==> config.mk <==
export PLATFORM = sky130hd
export DESIGN_NAME = dot_product_acc
export DESIGN_NICKNAME = d
export VERILOG_FILES = /design/src/rtl/dot_product_acc.sv
export SDC_FILE = /design/constraint.sdc
export NUM_CORES = 1
export LEC_CHECK = 0
export CORE_AREA = 4 4 142 144
export DETAILED_ROUTE_END_ITERATION = 10
export DIE_AREA = 0 0 146 148
export HOLD_SLACK_MARGIN = 0.12
export PLACE_DENSITY = 0.9
export SLEW_MARGIN = 5
export SYNTH_ARGS = -nofsm -noshare
export SYNTH_HDL_FRONTEND = slang
export SYNTH_SLANG_ARGS = --single-unit
==> constraint.sdc <==
create_clock -name clk -period 7.3 [get_ports clk]
set_clock_uncertainty 0.1 [all_clocks]
set_input_delay 0.73 -clock clk [delete_from_list [all_inputs] [get_ports clk]]
set_output_delay 0.73 -clock clk [all_outputs]
set_load 0.05 [all_outputs]
==> src/rtl/dot_product_acc.sv <==
// Streaming fixed-point dot product with bias, round-half-up and optional clipping.
// Define DOTP_ACC_SAT_EN to clip the result and report it on out_sat.
module dot_product_acc #(
    parameter int DATA_WIDTH = 14,
    parameter int FRAC_BITS  = 10,
    parameter int VEC_LEN    = 16,
    parameter int PROD_WIDTH = 28
) (
    input  logic                         clk,
    input  logic                         rst,
    input  logic                         in_valid,
    output logic                         in_ready,
    input  logic signed [DATA_WIDTH-1:0] a,
    input  logic signed [DATA_WIDTH-1:0] b,
    input  logic signed [DATA_WIDTH-1:0] bias,
    output logic                         out_valid,
    input  logic                         out_ready,
    output logic signed [DATA_WIDTH-1:0] out_data,
    output logic                         out_sat
);

    localparam int CW    = (VEC_LEN > 1) ? $clog2(VEC_LEN) : 1;
    localparam int ACC_W = PROD_WIDTH + $clog2(VEC_LEN) + 1;
    localparam int XW    = PROD_WIDTH - DATA_WIDTH;

    localparam logic signed [ACC_W:0] HALF =
        {{(ACC_W - FRAC_BITS + 1){1'b0}}, 1'b1, {(FRAC_BITS - 1){1'b0}}};

    typedef enum logic [1:0] {
        ACCUM = 2'd0,
        ROUND = 2'd1,
        OUT   = 2'd2
    } state_t;

    state_t state, state_nxt;

    logic        [CW-1:0]         cnt;
    logic signed [ACC_W-1:0]      acc;
    logic signed [PROD_WIDTH-1:0] a_x, b_x, prod;
    logic signed [ACC_W-1:0]      prod_ext, bias_ext;
    logic signed [ACC_W:0]        rnd, r;
    logic                         beat, last;

    assign a_x  = {{XW{a[DATA_WIDTH-1]}}, a};
    assign b_x  = {{XW{b[DATA_WIDTH-1]}}, b};
    assign prod = a_x * b_x;

    assign prod_ext = {{(ACC_W - PROD_WIDTH){prod[PROD_WIDTH-1]}}, prod};
    assign bias_ext = {{(ACC_W - DATA_WIDTH){bias[DATA_WIDTH-1]}}, bias}
                      <<< FRAC_BITS;

    assign beat = in_valid && in_ready;
    assign last = (cnt == CW'(VEC_LEN - 1));

    // One extra bit so adding the rounding half can never wrap.
    assign rnd = {acc[ACC_W-1], acc} + HALF;
    assign r   = rnd >>> FRAC_BITS;

    always_ff @(posedge clk) begin
        if (rst) begin
            state <= ACCUM;
        end else begin
            state <= state_nxt;
        end
    end

    always_comb begin
        state_nxt = state;
        unique case (state)
            ACCUM:   if (beat && last) state_nxt = ROUND;
            ROUND:   state_nxt = OUT;
            OUT:     if (out_ready) state_nxt = ACCUM;
            default: state_nxt = ACCUM;
        endcase
    end

    always_comb begin
        in_ready  = 1'b0;
        out_valid = 1'b0;
        unique case (state)
            ACCUM:   in_ready  = 1'b1;
            OUT:     out_valid = 1'b1;
            default: ;
        endcase
    end

    always_ff @(posedge clk) begin
        if (rst) begin
            cnt <= '0;
            acc <= '0;
        end else if (beat) begin
            cnt <= last ? '0 : cnt + 1'b1;
            acc <= (cnt == '0) ? bias_ext + prod_ext : acc + prod_ext;
        end
    end

`ifdef DOTP_ACC_SAT_EN
    localparam logic signed [ACC_W:0] MAXV =
        {{(ACC_W - DATA_WIDTH + 2){1'b0}}, {(DATA_WIDTH - 1){1'b1}}};
    localparam logic signed [ACC_W:0] MINV =
        {{(ACC_W - DATA_WIDTH + 2){1'b1}}, {(DATA_WIDTH - 1){1'b0}}};

    logic sat_q;

    always_ff @(posedge clk) begin
        if (rst) begin
            out_data <= '0;
            sat_q    <= 1'b0;
        end else if (state == ROUND) begin
            if (r > MAXV) begin
                out_data <= {1'b0, {(DATA_WIDTH - 1){1'b1}}};
                sat_q    <= 1'b1;
            end else if (r < MINV) begin
                out_data <= {1'b1, {(DATA_WIDTH - 1){1'b0}}};
                sat_q    <= 1'b1;
            end else begin
                out_data <= r[DATA_WIDTH-1:0];
                sat_q    <= 1'b0;
            end
        end
    end

    assign out_sat = sat_q;
`else
    logic unused_hi;

    always_ff @(posedge clk) begin
        if (rst) begin
            out_data <= '0;
        end else if (state == ROUND) begin
            out_data <= r[DATA_WIDTH-1:0];
        end
    end

    // Wrapping result: bits above the output width are dropped.
    assign unused_hi = ^r[ACC_W:DATA_WIDTH];
    assign out_sat   = 1'b0;
`endif

endmodule

Yosys cells after proc, flatten, opt, wreduce, memory -nomap -nowiden
Cells that the tools add are included.
{"block": "totals", "ff_bits": 53, "latchBits": 0, "ramBits": 0, "mem_bits_ro": 0, "inputBits": 46, "out_inout_bits": 17, "word_cells": 26, "n_memories": 0}
{"block": "op_classes", "n_addsub": 4, "n_mul": 1, "div": 0, "n_lt_le_gt_ge": 0, "n_eq_ne": 5, "shifts": 0, "mux": 7, "bitwise_logic": 0, "n_reduce_logical": 5}
{"cell": "33-bit by 28-bit adder with 33-bit output", "n": 1}
{"cell": "33-bit two-way mux", "n": 1}
{"cell": "24-bit by 28-bit adder with 29-bit output", "n": 1}
{"cell": "14-bit by 14-bit multiplier with 28-bit output", "n": 1}
{"cell": "24-bit by 11-bit adder with 24-bit output (second input constant)", "n": 1}
{"cell": "2-bit case mux with 3 select lines", "n": 1}
{"cell": "4-bit by 1-bit adder with 4-bit output (second input constant)", "n": 1}
{"cell": "4-bit == test (second input constant)", "n": 1}
{"cell": "4-bit logical NOT", "n": 1}
{"cell": "2-bit two-way mux", "n": 2}
{"cell": "4-bit two-way mux", "n": 1}
{"cell": "2-bit inequality test (second input constant)", "n": 2}
{"cell": "2-bit by 1-bit == test with 1-bit output (second input constant)", "n": 1}
{"cell": "2-bit == test (second input constant)", "n": 1}
{"cell": "1-bit logical AND", "n": 2}
{"cell": "2-bit logical NOT", "n": 1}
{"cell": "1-bit two-way mux", "n": 2}
{"cell": "2-bit AND reduction", "n": 1}

Depth between registers and ports, before layout
Gate-level depths: netlist (run 1).
{"block": "logic_depth", "ltp_word": 6, "ltp_mapped": 33, "depth_no_buf": 32}

Worst setup path after synthesis (run 1)
No wires, ideal clock.
{"block": "synth_path", "path_type": "input-to-reg", "startpoint": "in b[4]", "endpoint": "reg acc[23]", "setup_ns": 0.086, "arrival_time_ns": 7.691, "t_required_ns": 7.114, "slack_ns": -0.576, "stages": 32, "path_buffers": 1, "path_cell_list": "clkbuf_1 and2_1 fa_1 inv_1 fa_1 inv_1 fa_1 inv_1 fa_1 inv_1 fa_1 inv_1 fa_1 inv_1 ha_1 or3_1 o211a_1 o21ai_0 nand2b_1 a21o_1 a21oi_1 xnor2_1 ha_1 a21o_1 a21o_1 a2111o_1 a22oi_1 mux2i_1 a21oi_1 nor3_2 xnor2_1 a211oi_1"}
{"block": "synth_via", "elab_chain_len": 3, "elab_cells_between_ends": 4, "cone_classes": "add/sub: 2; mul: 1; mux: 1"}
{"element": "start: declaration", "line_no": "14", "text": "input logic signed [DATA_WIDTH-1:0] b,"}
{"element": "14-bit by 14-bit multiplier with 28-bit output (*)", "line_no": "46", "text": "assign prod = a_x * b_x;"}
{"element": "33-bit by 28-bit adder with 33-bit output or 24-bit by 28-bit adder with 29-bit output (tied branches)", "line_no": "93", "text": "acc <= (cnt == '0) ? bias_ext + prod_ext : acc + prod_ext;"}
{"element": "33-bit two-way mux (*)", "line_no": "93"}
{"element": "end signal: assignment", "line_no": "93"}
{"element": "end: declaration", "line_no": "38", "text": "logic signed [ACC_W-1:0] acc;"}
Every way passes the cells marked *; elsewhere a longest branch is shown, timed or not.
A chain may end at the register's enable or synchronous reset.

Worst setup path in the final report (run 1)
{"block": "layout_path", "startpoint": "in a[9]", "endpoint": "reg acc[23]"}
{"block": "layout_via", "elab_chain_len": 3, "elab_cells_between_ends": 4, "cone_classes": "add/sub: 2; mul: 1; mux: 1"}
{"element": "start: declaration", "line_no": "13", "text": "input logic signed [DATA_WIDTH-1:0] a,"}
{"element": "14-bit by 14-bit multiplier with 28-bit output (*)", "line_no": "46"}
{"element": "33-bit by 28-bit adder with 33-bit output or 24-bit by 28-bit adder with 29-bit output (tied branches)", "line_no": "93"}
{"element": "33-bit two-way mux (*)", "line_no": "93"}
Marked as above.

==> results of run 1 <==
-- flip-flops by register name, summed over array words and instances (netlist names) --
signal    flops
state         2
acc          24
cnt           4
out_data     14
-- cells by family (layout without fill, tap and decap cells) --
logic type | after synthesis | in the layout | synth area share [%]
compound gates | 196 | 196 | 12.8
xor+xnor | 76 | 76 | 6.30
fa+ha+maj | 270 | 270 | 43.9
buf+inv | 287 | 543 | 10.2
flops | 44 | 44 | 8.34
mux | 3 | 3 | 0.284
other cells | 1 | 1 | 0.0355
simple gates | 383 | 383 | 18.1
-- layer usage --
layer  wire length [µm]  global-route usage [%]  vias to the layer above
met5                  0                       0                        -
met4               4480                    16.8                        0
met3               3700                    4.35                      420
met2              19100                    56.9                      939
met1              12600                    32.9                     5198
li1                   -                       -                     4486
-- through the flow --
step | worst slack (ns) | setup TNS (ns)
3_5_place_dp | -1.22 | -10.54
3_3_place_gp | -0.928 | -7.21
4_1_cts | -0.349 | -0.871
6_report | -0.770 | -5.86
5_1_grt | -1.01 | -8.35
2_1_floorplan | -0.148 | -0.148
-- worst max path at each step --
stage,from,to,slack (ns),cells past startpoint
floorplan,b[4],acc[23]$_SDFFE_PP0P_,-0.15,31
global placement,b[4],acc[23]$_SDFFE_PP0P_,-0.93,31
detailed placement,b[4],acc[23]$_SDFFE_PP0P_,-1.22,29
CTS,b[8],acc[23]$_SDFFE_PP0P_,-0.35,27
global route,a[2],acc[23]$_SDFFE_PP0P_,-1.01,32
finish,a[9],acc[23]$_SDFFE_PP0P_,-0.77,31
-- cell usage in the layout (no fill, tap or decap), drive strengths merged, types with 12 or more instances in the layout --
cell	synthesis	final
nand2	125	125
a21o	16	16
o21ai	36	36
ha	102	102
dlygate4sd2	0	12
xnor2	56	56
nor2	63	63
buf	4	243
a211oi	27	27
inv	237	237
nor3	16	16
fa	168	168
dfxtp	44	44
xor2	20	20
nand2b	12	12
and2	112	112
nand3	15	15
a21oi	56	56
clkdlybuf4s50	0	33
-- critical path: cells and delay by family --
family          cells  cell delay [ns]
compound gates      7             1.68
fa+ha+maj           8             3.64
mux                 1             0.33
simple gates        6             0.73
buf+inv             7             0.78
xor+xnor            2             0.26
-- final cells by class --
class	count	area, µm²	share of cell area, %
Clock buffer	5	125	0.867
Timing Repair Buffer	298	2500	17.3
Inverter	237	890	6.17
Multi-Input combinational cell	929	9690	67.2
Clock inverter	3	47.5	0.330
Sequential cell	44	881	6.11
Tap cell	234	293	2.03
-- timing repair --
item                                   4_1_cts  5_1_grt
gates cloned                                 2        0
setup endpoints to repair                   13       13
endpoints found under the hold margin        0        0
gates resized for setup                    158      130
setup buffers                               38       13
hold buffers                                 0        0
pin swaps                                  124       81
==> flow_summary.toml, run 1 <==
[drt]
drc = 0
antenna_left = 0
viasPerCell = 6.31
drt-initial-drc-count = 1051
drt_pass1_iterations = 7
postRouteWirelength_um = 39900
vias = 11043
routedWlPerCell_um = 22.8

[place]
placed_cell_area_um2 = 12900
hpwl_um = 23200
gp_congestion = 0.898
place_inst = 1695
io_buffer_count = 61

[critical_path]
path_max_fanout = 8
critPathKind = "in2reg"
rrSetupSlack_ns = 3.89
r2r_start = "acc[4]$_SDFFE_PP0P_"
crit_arrival_ns = 8.17
reg2regPathDepth = 10
start_kind = "input port"
end_kind = "flip-flop"
cp.required_ns = 7.40
crit_path_frequent_cell = "fa_1"
r2r-end = "acc[22]$_SDFFE_PP0P_"
crit_slowest_cell = "fa_1"
critical_path.max_stage_delay_ns = 0.57

[synth]
synthTopCellsByCount = "inv_1, fa_1, nand2_1"
synth_flop_cell = "dfxtp_1"
synthArstFlopShare_pct = 0
netlist_area_um2 = 10600
syn_inst = 1260
ys_top_cells_by_area = "fa_1, ha_1, inv_1, dfxtp_1, and2_1"
yosys.area.top_type = "fa_1"
syn_area_per_cell_um2 = 8.39
synth_top_area_share_pct = 31.8
yosys_warnings = 0
synth_edf_count = 0
ys_types = 67
synth_nets = 1576
yosysMostFrequentCell = "inv_1"
yosysSeqAreaShare_pct = 8.34
ys_ff_latch = 44

[floorplanning]
die_w_um = 146
die_area_um2 = 21600
core_area_um2 = 18700
fp.dieH_um = 148
start_util_pct = 56.5
num_rows = 50
pin_count = 63

[final_layout]
area_growth_pct = 36.5
fin_nets = 1831
stdcell_area_um2 = 14400
final_cells = 1750
diodes = 0
utilization_pct = 77.1
fillers = 1019
drive_gt1_share_pct = 29.3

[global_route]
groute.usage.overall_pct = 30.3
grt_pass1_vias = 11196
antenna_found_initial = 0
grt_max_degree = 45
grt_pass1_wl_um = 53600
overflow = 0

[clocking]
root_buffer = "clkbuf_16"
cts_inserted_buffers = 5
clock_tree.buffer_depth = 2
cts_num_sinks = 44
clk-insertion-delay-late_ns = 0.30
htree_levels = 2
clk_pin_slew_ns = 0.07
cts_tree = "yes"

[timing]
drv_slew = 0
worst_slew_margin_rel_pct = 34.8
fin_ws_ns = -0.770
finalSetupViolations = 13
rsz0062_at_grt = "yes"
fmax_mhz = 124
post-route-min-period_ns = 8.07
holdWs_ns = 0.392
tightest_slew_ns = 0.973
fin_crit_sh_pct = 111
hold_violations = 0

[hold_path]
hp-class = "reg2reg"
whs_path_depth = 2
hp-start = "cnt[3]$_SDFFE_PP0P_"
hold_path_end = "state[0]$_SDFFE_PP0P_"

[flow_run]
max_cap_violations = 0

[run_status]
status = "finished with violations"
violations = "negative setup slack"
Power of run 1 is not shown: default switching activity piles up to over one toggle a cycle in this logic, so the estimate is an artifact.
==> run 2: changes to the inputs <==
--- a/config.mk
+++ b/config.mk
@@ -5,9 +5,9 @@
 export SDC_FILE = /design/constraint.sdc
 export NUM_CORES = 1
 export LEC_CHECK = 0
-export CORE_AREA = 4 4 142 144
+export CORE_AREA = 3 3 141 143
 export DETAILED_ROUTE_END_ITERATION = 10
-export DIE_AREA = 0 0 146 148
+export DIE_AREA = 0 0 144 146
 export HOLD_SLACK_MARGIN = 0.12
 export PLACE_DENSITY = 0.9
 export SLEW_MARGIN = 5
==> run 2 against run 1 <==
Effect of this change:
- global-route usage shrank 1.2 points
- clock-buffer cell count grew 1
- the flow still finishes with violations (negative setup slack)
- critical path type unchanged
- first-iteration DRC count fell by 17%
- via count fell by 5.2%
- final cell count fell by 0.11%
- register-to-register slack better by 0.21 ns
- wire length fell by 11%
- non-clock buffer count decreased by 2
- flip-flop and latch count unchanged
==> flow_summary.toml, run 2 (same netlist as run 1, synthesis figures left out) <==
[critical_path]
path_max_fanout = 3
critical_path.max_stage_delay_ns = 0.57
crit_arrival_ns = 8.11
crit_path_frequent_cell = "fa_1"
start_kind = "input port"
cp.required_ns = 7.41
critPathKind = "in2reg"
crit_slowest_cell = "fa_1"
end_kind = "flip-flop"

[run_status]
violations = "negative setup slack"
status = "finished with violations"

[global_route]
overflow = 0
groute.usage.overall_pct = 29.2
antenna_found_initial = 0
grt_pass1_vias = 10632
grt_pass1_wl_um = 50100
grt_max_degree = 45

[place]
place_inst = 1690
gp_congestion = 0.905
io_buffer_count = 61
hpwl_um = 23100
placed_cell_area_um2 = 12900

[clocking]
cts_inserted_buffers = 5
cts_tree = "yes"
cts_num_sinks = 44
clock_tree.buffer_depth = 2
clk-insertion-delay-late_ns = 0.29
clk_pin_slew_ns = 0.07
htree_levels = 2
root_buffer = "clkbuf_16"

[drt]
antenna_left = 0
vias = 10472
drt_pass1_iterations = 5
drt-initial-drc-count = 870
postRouteWirelength_um = 35600
drc = 0
viasPerCell = 5.99
routedWlPerCell_um = 20.4

[timing]
drv_slew = 0
finalSetupViolations = 12
tightest_slew_ns = 0.970
fin_setup_tns_ns = -4.12
post-route-min-period_ns = 8.00
worst_slew_margin_rel_pct = 35.0
fin_ws_ns = -0.700
rsz0062_at_grt = "yes"
hold_violations = 0
fin_crit_sh_pct = 110
fmax_mhz = 125

[floorplanning]
fp.dieH_um = 146
start_util_pct = 56.5
pin_count = 63
die_area_um2 = 21000
die_w_um = 144
num_rows = 50
core_area_um2 = 18700

[final_layout]
regMostFlops = "acc"
stdcell_area_um2 = 14100
final_cells = 1748
drive_gt1_share_pct = 29.2
final_cell_mix = "inv_1, buf_4, fa_1, nand2_1, and2_1"
seq_area_um2 = 881
largest_reg_flops = 24
fillers = 1100
multiInputGateArea_um2 = 9460
final_common_cell = "inv_1"
diodes = 0
fin_nets = 1829
area_growth_pct = 33.0
top_regs = "acc x24, out_data x14, cnt x4"

[flow_run]
max_cap_violations = 0

[hold_path]
hp-class = "reg2reg"
## run 2: cell count changes in the layout (fill, tap and decap cells not counted), sizes merged
| cell | before | now |
|---|---|---|
| dlygate4sd2 | 12 | 1 |
| clkbuf | 10 | 17 |
| buf | 243 | 249 |
| clkdlybuf4s15 | 5 | 2 |
| bufinv | 1 | 0 |
## run 2: final cells by class
class,instances,area share [%]
clock buffer,6,0.988
clock inverter,2,0.0712
inverter,237,6.35
multi-input combinational,929,67.3
sequential,44,6.27
tap,234,2.08
timing repair buffer,296,16.9
## run 2: final timing paths
kind	startpoint	to	slack [ns]	depth (start not counted)
max	a[7]	acc[23]$_SDFFE_PP0P_	-0.70	32
min	acc[2]$_SDFFE_PP0P_	acc[2]$_SDFFE_PP0P_	0.36	2
max reg2reg	acc[0]$_SDFFE_PP0P_	acc[22]$_SDFFE_PP0P_	4.10	11
min reg2reg	acc[2]$_SDFFE_PP0P_	acc[2]$_SDFFE_PP0P_	0.36	2
## run 2: critical path, delay by kind of cell
family | cells | cell delay [ns]
fa+ha+maj | 8 | 3.66
compound gates | 8 | 1.82
buf+inv | 8 | 0.75
simple gates | 5 | 0.67
mux | 1 | 0.27
xor+xnor | 2 | 0.17
## run 2: stage by stage
stage	utilization, %	hold WS (ns)	worst slack [ns]
floorplan	-	0.336	-0.148
global placement	68.7	0.345	-0.888
detailed placement	68.7	0.348	-1.24
CTS	72.4	0.357	-0.388
global route	75.1	0.403	-0.945
finish	75.1	0.363	-0.700
## run 2: layer usage
layer / part of all wire (%) / up-vias / global-route usage, %
met5: 0 / - / 0
met1: 34 / 5016 / 34.8
li1: - / 4486 / -
met4: 7.7 / 0 / 12.0
met3: 7.7 / 257 / 3.52
met2: 50 / 713 / 52.5
## run 2: what timing repair did
action / in CTS / in global routing
hold buffers: 0 / 0
resized for setup: 151 / 142
endpoints found under the setup margin: 13 / 13
pin swaps: 122 / 121
buffers inserted: 31 / 21
cloned: 2 / 0
Power of run 2 is left out for the same reason.
==> run 3: changes to the inputs <==
--- a/config.mk
+++ b/config.mk
@@ -8,6 +8,7 @@
 export CORE_AREA = 3 3 141 143
 export DETAILED_ROUTE_END_ITERATION = 10
 export DIE_AREA = 0 0 144 146
+export GPL_ROUTABILITY_DRIVEN = 0
 export HOLD_SLACK_MARGIN = 0.12
 export PLACE_DENSITY = 0.9
 export SLEW_MARGIN = 5
==> run 3 against run 2 <==
Effect of this change:
- the flow still finishes with violations (negative setup slack)
- first-iteration DRC count grew 4.3%
- critical path depth grew 3
- register-to-register slack gained 0.07 ns
- clock-buffer cell count shrank 1
- via count grew 1.1%
- global-route usage grew 0.95 points
- die area is the same
- setup slack lost 0.015 ns
- largest cell class unchanged
==> flow_summary.toml, run 3 (same netlist as run 1, synthesis figures left out) <==
[critical_path]
critPathKind = "in2reg"
startpoint = "a[6]"
start_kind = "input port"
crit_arrival_ns = 8.09
crit_path_frequent_cell = "fa_1"
crit_slowest_cell = "fa_1"
path_max_fanout = 5
r2r_start = "acc[0]$_SDFFE_PP0P_"
cp.required_ns = 7.37
critical_path.max_stage_delay_ns = 0.56
end_kind = "flip-flop"

[timing]
hold_violations = 0
fmax_mhz = 125
tightest_slew_ns = 0.940
worst_slew_margin_rel_pct = 37.0
finalSetupViolations = 13
drv_slew = 0
fin_crit_sh_pct = 110
fin_ws_ns = -0.714
post-route-min-period_ns = 8.01
rsz0062_at_grt = "yes"

[drt]
drc = 0
viasPerCell = 6.06
postRouteWirelength_um = 36100
antenna_left = 0
drt-initial-drc-count = 907
drt_pass1_iterations = 6
routedWlPerCell_um = 20.7
vias = 10588

[global_route]
grt_pass1_wl_um = 51500
grt_max_degree = 45
overflow = 0
groute.usage.overall_pct = 30.1
grt_pass1_vias = 11010
antenna_found_initial = 0

[final_layout]
area_growth_pct = 32.5
utilization_pct = 74.8
fillers = 1116
largest_reg_flops = 24
fin_nets = 1828
top_regs = "acc x24, out_data x14, cnt x4"
diodes = 0
regMostFlops = "acc"
final_cell_mix = "inv_1, buf_4, fa_1, nand2_1, and2_1"
stdcell_area_um2 = 14000
final_common_cell = "inv_1"
drive_gt1_share_pct = 27.8

[floorplanning]
pin_count = 63
die_w_um = 144
start_util_pct = 56.5
core_area_um2 = 18700
die_area_um2 = 21000
num_rows = 50
fp.dieH_um = 146

[clocking]
cts_inserted_buffers = 5
cts_hold_buf = 0
htree_levels = 2
clock_tree.buffer_depth = 2
cts_tree = "yes"
clk-insertion-delay-late_ns = 0.30
cts_num_sinks = 44
clk_pin_slew_ns = 0.07
root_buffer = "clkbuf_16"

[place]
io_buffer_count = 61
placed_cell_area_um2 = 12900
hpwl_um = 23800

[hold_path]
hp-class = "reg2reg"
hp-start = "acc[2]$_SDFFE_PP0P_"

[flow_run]
max_cap_violations = 0

[run_status]
violations = "negative setup slack"
status = "finished with violations"
## run 3: layout make-up
| class | instances | area, µm² | area share (%) |
|---|---|---|---|
| Multi-Input combinational cell | 929 | 9410 | 67.2 |
| Inverter | 237 | 892 | 6.37 |
| Clock buffer | 5 | 125 | 0.894 |
| Clock inverter | 3 | 23.8 | 0.170 |
| Timing Repair Buffer | 295 | 2380 | 17.0 |
| Tap cell | 234 | 293 | 2.09 |
| Sequential cell | 44 | 881 | 6.29 |
## run 3: per-stage QoR
| step | hold slack [ns] | instances | setup slack, ns | TNS [ns] |
|---|---|---|---|---|
| 6_report | 0.373 | 1747 | -0.714 | -5.06 |
| 4_1_cts | 0.368 | 1724 | -0.506 | -1.60 |
| 3_5_place_dp | 0.359 | 1692 | -1.23 | -11.20 |
| 2_1_floorplan | 0.336 | 1260 | -0.148 | -0.148 |
| 5_1_grt | 0.388 | 1747 | -0.941 | -8.04 |
| 3_3_place_gp | 0.346 | 1692 | -0.876 | -7.41 |
## run 3: per-layer routing
| layer | wire (µm) | GRT usage [%] |
|---|---|---|
| met5 | 0 | 0 |
| met4 | 3330 | 15.6 |
| met3 | 3010 | 4.93 |
| met2 | 18000 | 54.4 |
| met1 | 11800 | 33.4 |
## run 3: worst paths after layout
kind                                to  slack [ns]  depth (start not counted)
setup / recovery  acc[18]$_SDFFE_PP0P_       -0.71                         35
hold / removal     acc[2]$_SDFFE_PP0P_        0.37                          2
setup reg to reg  acc[18]$_SDFFE_PP0P_        4.17                         11
hold reg to reg    acc[2]$_SDFFE_PP0P_        0.37                          2
## run 3: what timing repair did
item | CTS | global route
cloned | 0 | 1
buffers inserted | 26 | 22
pin swaps | 93 | 110
resized for setup | 131 | 116
endpoints found under the setup margin | 13 | 13
## run 3: worst max-delay path: cells and delay by family
kind | cells | cell delay, ns
fa+ha+maj | 8 | 3.56
buf+inv | 10 | 0.78
compound gates | 11 | 1.84
simple gates | 4 | 0.81
xor+xnor | 2 | 0.34
Power of run 3 is left out for the same reason.
